$ cat src/rtl/pool_pkg.sv
// Shared pooling definitions: pixel width and signed pixel type.
package pool_pkg;
  localparam int DATA_W = 22;
  typedef logic signed [DATA_W-1:0] pix_t;
endpackage

$ cat src/rtl/partial_pooling.sv
// Combinational signed max of two pixels.
module partial_pooling #(
  parameter int DATA_W = pool_pkg::DATA_W
) (
  input  logic [DATA_W-1:0] data_0,
  input  logic [DATA_W-1:0] data_1,
  output logic [DATA_W-1:0] data_out
);
  // Ties pick data_0; both operands are identical then.
  assign data_out = ($signed(data_1) > $signed(data_0)) ? data_1 : data_0;
endmodule

$ cat src/rtl/maxpool2x2_stream.sv
// Streaming 2x2 stride-2 signed max-pool: pairs pixels horizontally, keeps one
// row of pair maxima and emits one pooled value per window.
module maxpool2x2_stream
  import pool_pkg::*;
#(
  parameter int DATA_W = pool_pkg::DATA_W,
  parameter int IMG_W  = 8,
  parameter int IMG_H  = 8
) (
  input  logic              clk,
  input  logic              rst_n,
  input  logic              i_valid,
  output logic              i_ready,
  input  logic [DATA_W-1:0] i_data,
  output logic              o_valid,
  input  logic              o_ready,
  output logic [DATA_W-1:0] o_data,
  output logic              o_last
);
  localparam int CW  = (IMG_W > 1) ? $clog2(IMG_W) : 1;
  localparam int RW  = (IMG_H > 1) ? $clog2(IMG_H) : 1;
  localparam int LBN = IMG_W / 2;
  localparam int LAW = (LBN > 1) ? $clog2(LBN) : 1;

  logic [CW-1:0]     col;
  logic [RW-1:0]     row;
  logic [DATA_W-1:0] first;
  logic [DATA_W-1:0] linebuf [LBN];

  logic              accept;
  logic              col_end, row_end;
  logic              pair_done, win_done;
  logic [LAW-1:0]    lb_idx;
  logic [DATA_W-1:0] lb_rd, hmax, vmax;

  // Uniform stall: nothing advances while an unaccepted result is held.
  assign i_ready   = !o_valid || o_ready;
  assign accept    = i_valid && i_ready;
  assign col_end   = (col == CW'(IMG_W - 1));
  assign row_end   = (row == RW'(IMG_H - 1));
  assign pair_done = accept && col[0];
  assign win_done  = pair_done && row[0];
  assign lb_idx    = LAW'(col >> 1);
  assign lb_rd     = linebuf[lb_idx];

  partial_pooling #(.DATA_W(DATA_W)) u_hmax (
    .data_0   (first),
    .data_1   (i_data),
    .data_out (hmax)
  );

  partial_pooling #(.DATA_W(DATA_W)) u_vmax (
    .data_0   (lb_rd),
    .data_1   (hmax),
    .data_out (vmax)
  );

  always_ff @(posedge clk or negedge rst_n) begin
    if (!rst_n) begin
      col <= '0;
      row <= '0;
    end else if (accept) begin
      if (col_end) begin
        col <= '0;
        row <= row_end ? '0 : row + RW'(1);
      end else begin
        col <= col + CW'(1);
      end
    end
  end

  always_ff @(posedge clk or negedge rst_n) begin
    if (!rst_n) begin
      first <= '0;
    end else if (accept && !col[0]) begin
      first <= i_data;
    end
  end

  // Even rows park their pair maxima for the odd row beneath.
  always_ff @(posedge clk or negedge rst_n) begin
    if (!rst_n) begin
      for (int i = 0; i < LBN; i++) linebuf[i] <= '0;
    end else if (pair_done && !row[0]) begin
      linebuf[lb_idx] <= hmax;
    end
  end

  // Reload takes priority over drain so a same-cycle hand-off has no bubble.
  always_ff @(posedge clk or negedge rst_n) begin
    if (!rst_n) begin
      o_valid <= 1'b0;
      o_data  <= '0;
      o_last  <= 1'b0;
    end else if (win_done) begin
      o_valid <= 1'b1;
      o_data  <= vmax;
      o_last  <= row_end && col_end;
    end else if (o_valid && o_ready) begin
      o_valid <= 1'b0;
      o_last  <= 1'b0;
    end
  end
endmodule

$ cat config.mk
export PLATFORM = sky130hd
export DESIGN_NAME = maxpool2x2_stream
export DESIGN_NICKNAME = d
export VERILOG_FILES = /design/src/rtl/pool_pkg.sv /design/src/rtl/partial_pooling.sv /design/src/rtl/maxpool2x2_stream.sv
export SDC_FILE = /design/constraint.sdc
export NUM_CORES = 1
export LEC_CHECK = 0
export ABC_AREA = 1
export CAP_MARGIN = 40
export CORE_MARGIN = 1.5
export CORE_UTILIZATION = 50
export DETAILED_ROUTE_END_ITERATION = 10
export PLACE_DENSITY = 0.71
export SETUP_SLACK_MARGIN = 0.3
export SLEW_MARGIN = 25
export SYNTH_ARGS = -nofsm -noshare
export SYNTH_HDL_FRONTEND = slang
export SYNTH_HIERARCHICAL = 1
export SYNTH_SLANG_ARGS = --single-unit
$ cat constraint.sdc
create_clock -name clk -period 3 [get_ports clk]
set_input_delay 0.6 -clock clk [delete_from_list [all_inputs] [get_ports clk]]
set_output_delay 0.6 -clock clk [all_outputs]
set_load 0.01 [all_outputs]
Yosys cells after proc, flatten, opt, wreduce, memory -nomap -nowiden
Index checks and enable logic that the tools add are counted.

Mux-type cells: 13. Bitwise logic cells: 1. $lt $le $gt $ge: 4. Equal/unequal tests: 2. Add/subtract/negate cells: 2. Reduce and logical (&&, ||, !) cells: 14.

Operators by type and width (count): 22-bit two-way mux (5); 88-bit bitwise mux (1); 22-bit binary-select mux with 2-bit select (1); 22-bit demux with 2-bit select (1); 22-bit > comparator (2); 1-bit logical AND (8); 3-bit by 1-bit adder with 3-bit output, second input constant (2); 3-bit == test, second input constant (2); 3-bit two-way mux (2); 3-bit greater-or-equal comparator, second input constant (1); 1-bit zero test (3); 3-bit by 1-bit < comparator with 1-bit output, second input constant (1); 1-bit two-way mux (3); 2-bit NOT with 3-bit output (1); 2-bit AND reduction (1); 2-bit nonzero test (1); 1-bit logical OR (1).

Input bits: 26. Output and inout bits: 25. Bits in registers: 140. Word-level logic and storage cells: 46.

Logic depth before layout (Yosys ltp)
Gate-level depths: netlist (run 1).

Depth after elaboration: 6. Mapped depth: 31. Gate-level depth less buffers: 29.

Hierarchy
The synthesis (run 1) kept the hierarchy.

By module, submodules not included: maxpool2x2_stream (area an instance 6802.8 µm², times used 1, cells an instance 817, sequential area each 3503.4 µm²); partial_pooling (area an instance 1016.0 µm², times used 2, cells an instance 192, sequential area each 0.0 µm²).

Worst setup path before layout (run 1)
No wires, ideal clock.

Kind: input to register. Start: input port i_data[21]. End: register o_data[11]. Stages: 26. Arrival: 3.282 ns. Data required time: 2.883 ns. Setup time: 0.117 ns. Path slack: -0.399 ns. Cells stage by stage: ha_1 > nand2_2 > nor2_4 > nand2_1 > nor2_1 > nor2_1 > nand3_1 > nand2_1 > nand3_2 > buf_4 > nand2_1 > nand2_1 > ha_1 > nand2_1 > nor2_4 > nand2_1 > nor2_1 > nor2_1 > nand3_1 > nand2_1 > nand3_2 > buf_4 > nand2_1 > nand2_1 > nand3_1 > nand2_1.

Cells in the longest elaborated chain, start to end: 4.

Ends and longest elaborated chain: from (decl) (line maxpool2x2_stream.sv:14) `input logic [DATA_W-1:0] i_data,`; 22-bit > comparator (line partial_pooling.sv:10) `assign data_out = ($signed(data_1) > $signed(data_0)) ? data_1 : data_0;`; 22-bit two-way mux (line partial_pooling.sv:10); named net hmax[19] (line maxpool2x2_stream.sv:34) `logic [DATA_W-1:0] lb_rd, hmax, vmax;`; 22-bit > comparator (line partial_pooling.sv:10); 22-bit two-way mux (line partial_pooling.sv:10); named net vmax[11] (line maxpool2x2_stream.sv:34); to (signal assigned) (line maxpool2x2_stream.sv:97) `o_data <= vmax;`; to (decl) (line maxpool2x2_stream.sv:17) `output logic [DATA_W-1:0] o_data,`.

The timed path passes the listed nets, and every way through them passes these cells. A chain may end at the register's enable or synchronous reset.

Worst setup path in the final report (run 1)
Start: input port i_data[11]. End: register o_data[19].

The elaborated chain is that of the path after synthesis.

==> results of run 1 <==
[through the flow]
stage | instance area (sq um) | std cells | util | TNS [ns]
floorplan | 9420 | 1201 | - | -3.10
global placement | 10900 | 1525 | 0.628 | -24.44
detailed placement | 10900 | 1527 | 0.630 | -27.01
CTS | 11800 | 1564 | 0.683 | -7.90
global route | 12100 | 1567 | 0.699 | -15.08
finish | 12100 | 1567 | 0.699 | -12.04
[cell families (layout without fill, tap and decap cells)]
| group | count (synthesis) | in the layout | share of synthesized area |
|---|---|---|---|
| buf+inv | 242 | 383 | 0.115 |
| simple gates | 643 | 643 | 0.312 |
| compound gates | 128 | 128 | 0.109 |
| fa+ha+maj | 48 | 48 | 0.0680 |
| flops | 140 | 140 | 0.397 |
[path summary, 6_finish.rpt]
check                         endpoint  cells past startpoint  startpoint  slack [ns]
hold reg to reg             o_data[13]                      2  o_data[13]        0.47
max in group asynchronous  linebuf[59]                      2       rst_n        2.18
min in group clk            o_data[13]                      2  o_data[13]        0.47
hold / removal                  row[2]                      1       rst_n        0.16
setup reg to reg            o_data[19]                     27   first[11]       -0.57
setup / recovery            o_data[19]                     27  i_data[11]       -0.59
[repair_timing]
action                                  4_1_cts  5_1_grt
gates cloned                                  3        1
setup buffers                                 4        1
resized for setup                            86       61
pin swaps                                    39       52
hold endpoints to repair                      0        0
endpoints found under the setup margin       22       22
[metal layers]
layer,vias up,wire [microns]
li1,4098,-
met1,4055,11300
met2,267,12700
met3,46,1290
met4,0,652
met5,-,0
[worst register-to-register path, delay by kind of cell (launching register included)]
family                     cells  cell delay [ns]
adders and majority gates      2             0.49
DFF                            1             0.36
and+or+nand+nor               22             2.23
buffers and inverters          3             0.40
[layout by cell type (no fill, tap or decap), types with 6 or more instances in the layout]
cell type / count
nor2_1: 8
clkdlybuf4s15_1: 8
o2111ai_1: 22
inv_2: 9
a21oi_1: 8
clkdlybuf4s50_1: 27
buf_12: 13
buf_6: 8
buf_4: 102
ha_4: 32
inv_1: 164
nand2_4: 27
clkbuf_16: 18
o21bai_1: 88
dlygate4sd2_1: 12
nand2_2: 43
dfrtp_1: 140
nand2_1: 350
nor2_2: 6
nand3_1: 158
nand3_2: 28
nor2_4: 10
ha_1: 16
[sequential cells by signal, summed over array words and instances (netlist names)]
name	flops
o_valid	1
row	3
o_last	1
o_data	22
col	3
linebuf	88
first	22
[cell type report]
cell class,count,area [sq um]
inverters,174,653
flip-flops and latches,140,3500
well taps,225,282
clock inverters,11,191
multi-input cells,819,5310
clock buffers,19,453
fillers,1350,5200
repair buffers,179,1710
==> impl_metrics.env, run 1 <==
export IMPL_status="finished with violations"
export IMPL_violations="setup timing"
export IMPL_wire_per_inst_microns=16.6
export IMPL_yosys_area_top_type="dfrtp_1"
export IMPL_synth_most_common_cell="nand2_1"
export IMPL_cp_num_buf_inv=3
export IMPL_drtIter0Drc=604
export IMPL_die_h_microns=136
export IMPL_netlist_area_leader_share=0.397
export IMPL_globalRoute_totalOverflow=0
export IMPL_syn_area_sq_um=8830
export IMPL_synth_distinct_cells=28
export IMPL_cts_buffer_depth=2
export IMPL_synth_edf_count=0
export IMPL_worstPathArrival_ns=3.95
export IMPL_whs_ns=0.162
export IMPL_drcViolationCount=0
export IMPL_port_buffers=50
export IMPL_cts_made_buffers=17
export IMPL_ios=51
export IMPL_tightestPinTransition_ns=0.639
export IMPL_place_congestion=0.883
export IMPL_routed_via_density=5.40
export IMPL_fp_coreArea_sq_um=17300
export IMPL_gr_max_usage_layer="met2"
export IMPL_cp_end_kind="flop"
export IMPL_antenna_cells=0
export IMPL_layout_setup_ws_ns=-0.593
export IMPL_grt_use_met2=0.484
export IMPL_grt_max_degree=89
export IMPL_use_met3=0.0485
export IMPL_maxSlewHeadroom=0.573
export IMPL_cts_tree="yes"
export IMPL_critPathLaunchType="input pin"
export IMPL_layout_nets=1405
export IMPL_die_x_microns=136
export IMPL_hold_violations=0
export IMPL_cts_sinks=140
export IMPL_grt_pass1_wl_microns=41700
export IMPL_fin_crit_ns=3.59
export IMPL_synthFlopType="dfrtp_1"
export IMPL_cpMostUsedCell="nand2_1"
export IMPL_synth_common_cells="nand2_1, nand3_1, inv_1, dfrtp_1, o21bai_1"
export IMPL_synth_seq_area_share=0.397
export IMPL_final_layout_size_suffix_gt1_frac=0.245
export IMPL_first_pass_iters=6
export IMPL_drv_slew=0
export IMPL_clk_pin_slew_ns=0.06
export IMPL_crit_required_ns=3.36
export IMPL_h_tree_depth=4
export IMPL_synth_warnings=6
export IMPL_clock_root_buffer="clkbuf_16"
export IMPL_grt_usage=0.289
export IMPL_cap_viol_max_count=0
export IMPL_rows=48
export IMPL_fin_crit_sh=1.20
export IMPL_antenna_found_initial=0
export IMPL_synthTopCellsByArea="dfrtp_1, nand2_1, nand3_1"
export IMPL_die_area_sq_um=18500
export IMPL_clock_latency_ns=0.42
export IMPL_dp_hpwl_microns=17000
export IMPL_ys_seq_elements=140
export IMPL_initial_utilization=0.511
export IMPL_vias=8466
export IMPL_ctsHoldBuffers=0
export IMPL_dp_slack_ns=-1.21
export IMPL_ant_nets=0
export IMPL_finClkSkew_ns=0.00971
export IMPL_cpPeakStageDelay_ns=0.28
export IMPL_crit_fanout=6
export IMPL_post_synth_cell_area_avg_sq_um=7.36
export IMPL_crit_type="in -> reg"
export IMPL_rsz0062_at_grt="yes"
export IMPL_async_flop_share=1.00
export IMPL_drt_total_wl_microns=25900
export IMPL_hold_path_class="in -> async"
export IMPL_area_growth_pct=36.9
export IMPL_met1_usage=0.372
export IMPL_syn_inst=1201
export IMPL_synth_nets=1275
export IMPL_first_global_vias=8329
export IMPL_fmax_mhz=278
export IMPL_path_delay_family="simple AND/OR/NAND/NOR gates"
export IMPL_finalSetupViolations=22
export IMPL_critPathSlowestCell="ha_4"
Power of run 1 is not shown: default switching activity piles up to over one toggle a cycle in this logic, so the estimate is an artifact.
==> inputs of run 2 (changes only) <==
--- a/config.mk
+++ b/config.mk
@@ -11,9 +11,9 @@
 export CORE_UTILIZATION = 50
 export DETAILED_ROUTE_END_ITERATION = 10
 export PLACE_DENSITY = 0.71
-export SETUP_SLACK_MARGIN = 0.3
 export SLEW_MARGIN = 25
 export SYNTH_ARGS = -nofsm -noshare
 export SYNTH_HDL_FRONTEND = slang
 export SYNTH_HIERARCHICAL = 1
 export SYNTH_SLANG_ARGS = --single-unit
+export TNS_END_PERCENT = 20
==> impl_metrics.env, run 2 (synthesized netlist as in run 1, its figures left out) <==
export IMPL_status="finished with violations"
export IMPL_violations="setup timing"
export IMPL_tightestPinTransition_ns=0.688
export IMPL_cap_viol_max_count=0
export IMPL_crit_type="reg -> reg"
export IMPL_fin_tns_setup_ns=-12.35
export IMPL_first_pass_iters=5
export IMPL_reg_top3="linebuf: 88 flops, first: 22 flops, o_data: 22 flops"
export IMPL_finClkSkew_ns=0.00995
export IMPL_initial_utilization=0.511
export IMPL_cp_end_kind="flop"
export IMPL_layout_setup_ws_ns=-0.621
export IMPL_cpPeakStageDelay_ns=0.39
export IMPL_path_delay_family="simple AND/OR/NAND/NOR gates"
export IMPL_ios=51
export IMPL_rsz0062_at_grt="yes"
export IMPL_antenna_found_initial=0
export IMPL_fp_coreArea_sq_um=17300
export IMPL_endpoint="o_data[7]"
export IMPL_worst_path_stages=27
export IMPL_drtIter0Drc=811
export IMPL_regArea_sq_um=3500
export IMPL_multi_input_area_sq_um=5430
export IMPL_cts_sinks=140
export IMPL_die_area_sq_um=18500
export IMPL_cts_buffer_depth=2
export IMPL_wire_per_inst_microns=17.5
export IMPL_critPathSlowestCell="dfrtp_1"
export IMPL_drv_slew=0
export IMPL_top_register="linebuf"
export IMPL_grt_max_degree=89
export IMPL_port_buffers=50
export IMPL_crit_start="first[9]"
export IMPL_clock_latency_ns=0.43
export IMPL_clk_pin_slew_ns=0.06
export IMPL_cpMostUsedCell="nand2_1"
export IMPL_layout_nets=1415
export IMPL_r2r_start="first[9]"
export IMPL_whs_ns=0.124
export IMPL_rows=48
export IMPL_final_layout_size_suffix_gt1_frac=0.267
export IMPL_die_h_microns=136
export IMPL_most_common_layout_cells="nand2_1, inv_1, nand3_1, dfrtp_1, buf_4"
export IMPL_vias=8715
export IMPL_drt_total_wl_microns=27600
export IMPL_area_growth_pct=39.6
export IMPL_h_tree_depth=4
export IMPL_grt_usage=0.298
export IMPL_largest_reg_flops=88
export IMPL_cts_tree="yes"
export IMPL_fmax_mhz=276
export IMPL_routed_via_density=5.52
export IMPL_fill_cells=1281
export IMPL_fin_crit_ns=3.62
export IMPL_ant_nets=0
export IMPL_first_global_vias=8465
export IMPL_finalSetupViolations=22
export IMPL_hold_path_class="in -> async"
export IMPL_final_common_cell="nand2_1"
export IMPL_worstPathArrival_ns=3.98
export IMPL_clock_root_buffer="clkbuf_16"
export IMPL_crit_required_ns=3.36
export IMPL_globalRoute_totalOverflow=0
export IMPL_hold_violations=0
export IMPL_fin_crit_sh=1.21
export IMPL_die_x_microns=136
export IMPL_dp_hpwl_microns=17000
export IMPL_grt_pass1_wl_microns=42600
export IMPL_r2r_end="o_data[7]"
export IMPL_critPathLaunchType="flop"
export IMPL_r2r_setup_slack_ns=-0.62
export IMPL_maxSlewHeadroom=0.541
export IMPL_reg2reg_depth=27
export IMPL_finalCoreUtilization=0.713
export IMPL_antenna_cells=0
export IMPL_cp_num_buf_inv=5
export IMPL_place_congestion=0.861
export IMPL_crit_fanout=7
export IMPL_cts_made_buffers=17
export IMPL_drcViolationCount=0
==> run 2: worst min-delay path by stage <==
stage                          start  slack (ns)          to  depth (start not counted)
final                          rst_n        0.12      row[2]                          1
after global routing           rst_n        0.16      row[2]                          1
after CTS                      rst_n        0.15      row[2]                          1
after detailed placement  o_data[14]        0.47  o_data[14]                          2
after global placement        row[2]        0.47      row[2]                          2
after floorplan                rst_n        0.30      col[0]                          0
==> run 2: per-layer routing <==
metal,GRT usage,vias to the layer above,routed length (microns)
met3,0.0578,69,1660
met5,0,-,0
met2,0.496,348,13600
met4,0.139,0,866
met1,0.372,4188,11500
li1,-,4110,-
==> run 2: timing repair <==
| action | 4_1_cts | 5_1_grt |
|---|---|---|
| resized for setup | 95 | 97 |
| hold buffers | 0 | 0 |
| pin swaps | 43 | 80 |
| endpoints found under the hold margin | 0 | 0 |
| gates cloned | 3 | 2 |
| buffers inserted | 8 | 6 |
| endpoints found under the setup margin | 22 | 22 |
==> run 2: final cells by class <==
cell class                      count  share of cell area
Inverter                          174              0.0529
Clock buffer                       18              0.0348
Clock inverter                     14              0.0157
Tap cell                          225              0.0228
Multi-Input combinational cell    819               0.440
Sequential cell                   140               0.284
Timing Repair Buffer              189               0.150
==> run 2: stage by stage <==
step | setup WS [ns] | std cells | cell area, sq um
after floorplan | -0.153 | 1201 | 9420
after detailed placement | -1.21 | 1529 | 10900
after global routing | -0.710 | 1579 | 12300
after global placement | -1.10 | 1526 | 10900
final | -0.621 | 1579 | 12300
after CTS | -0.466 | 1572 | 11900
Power of run 2 is left out for the same reason.
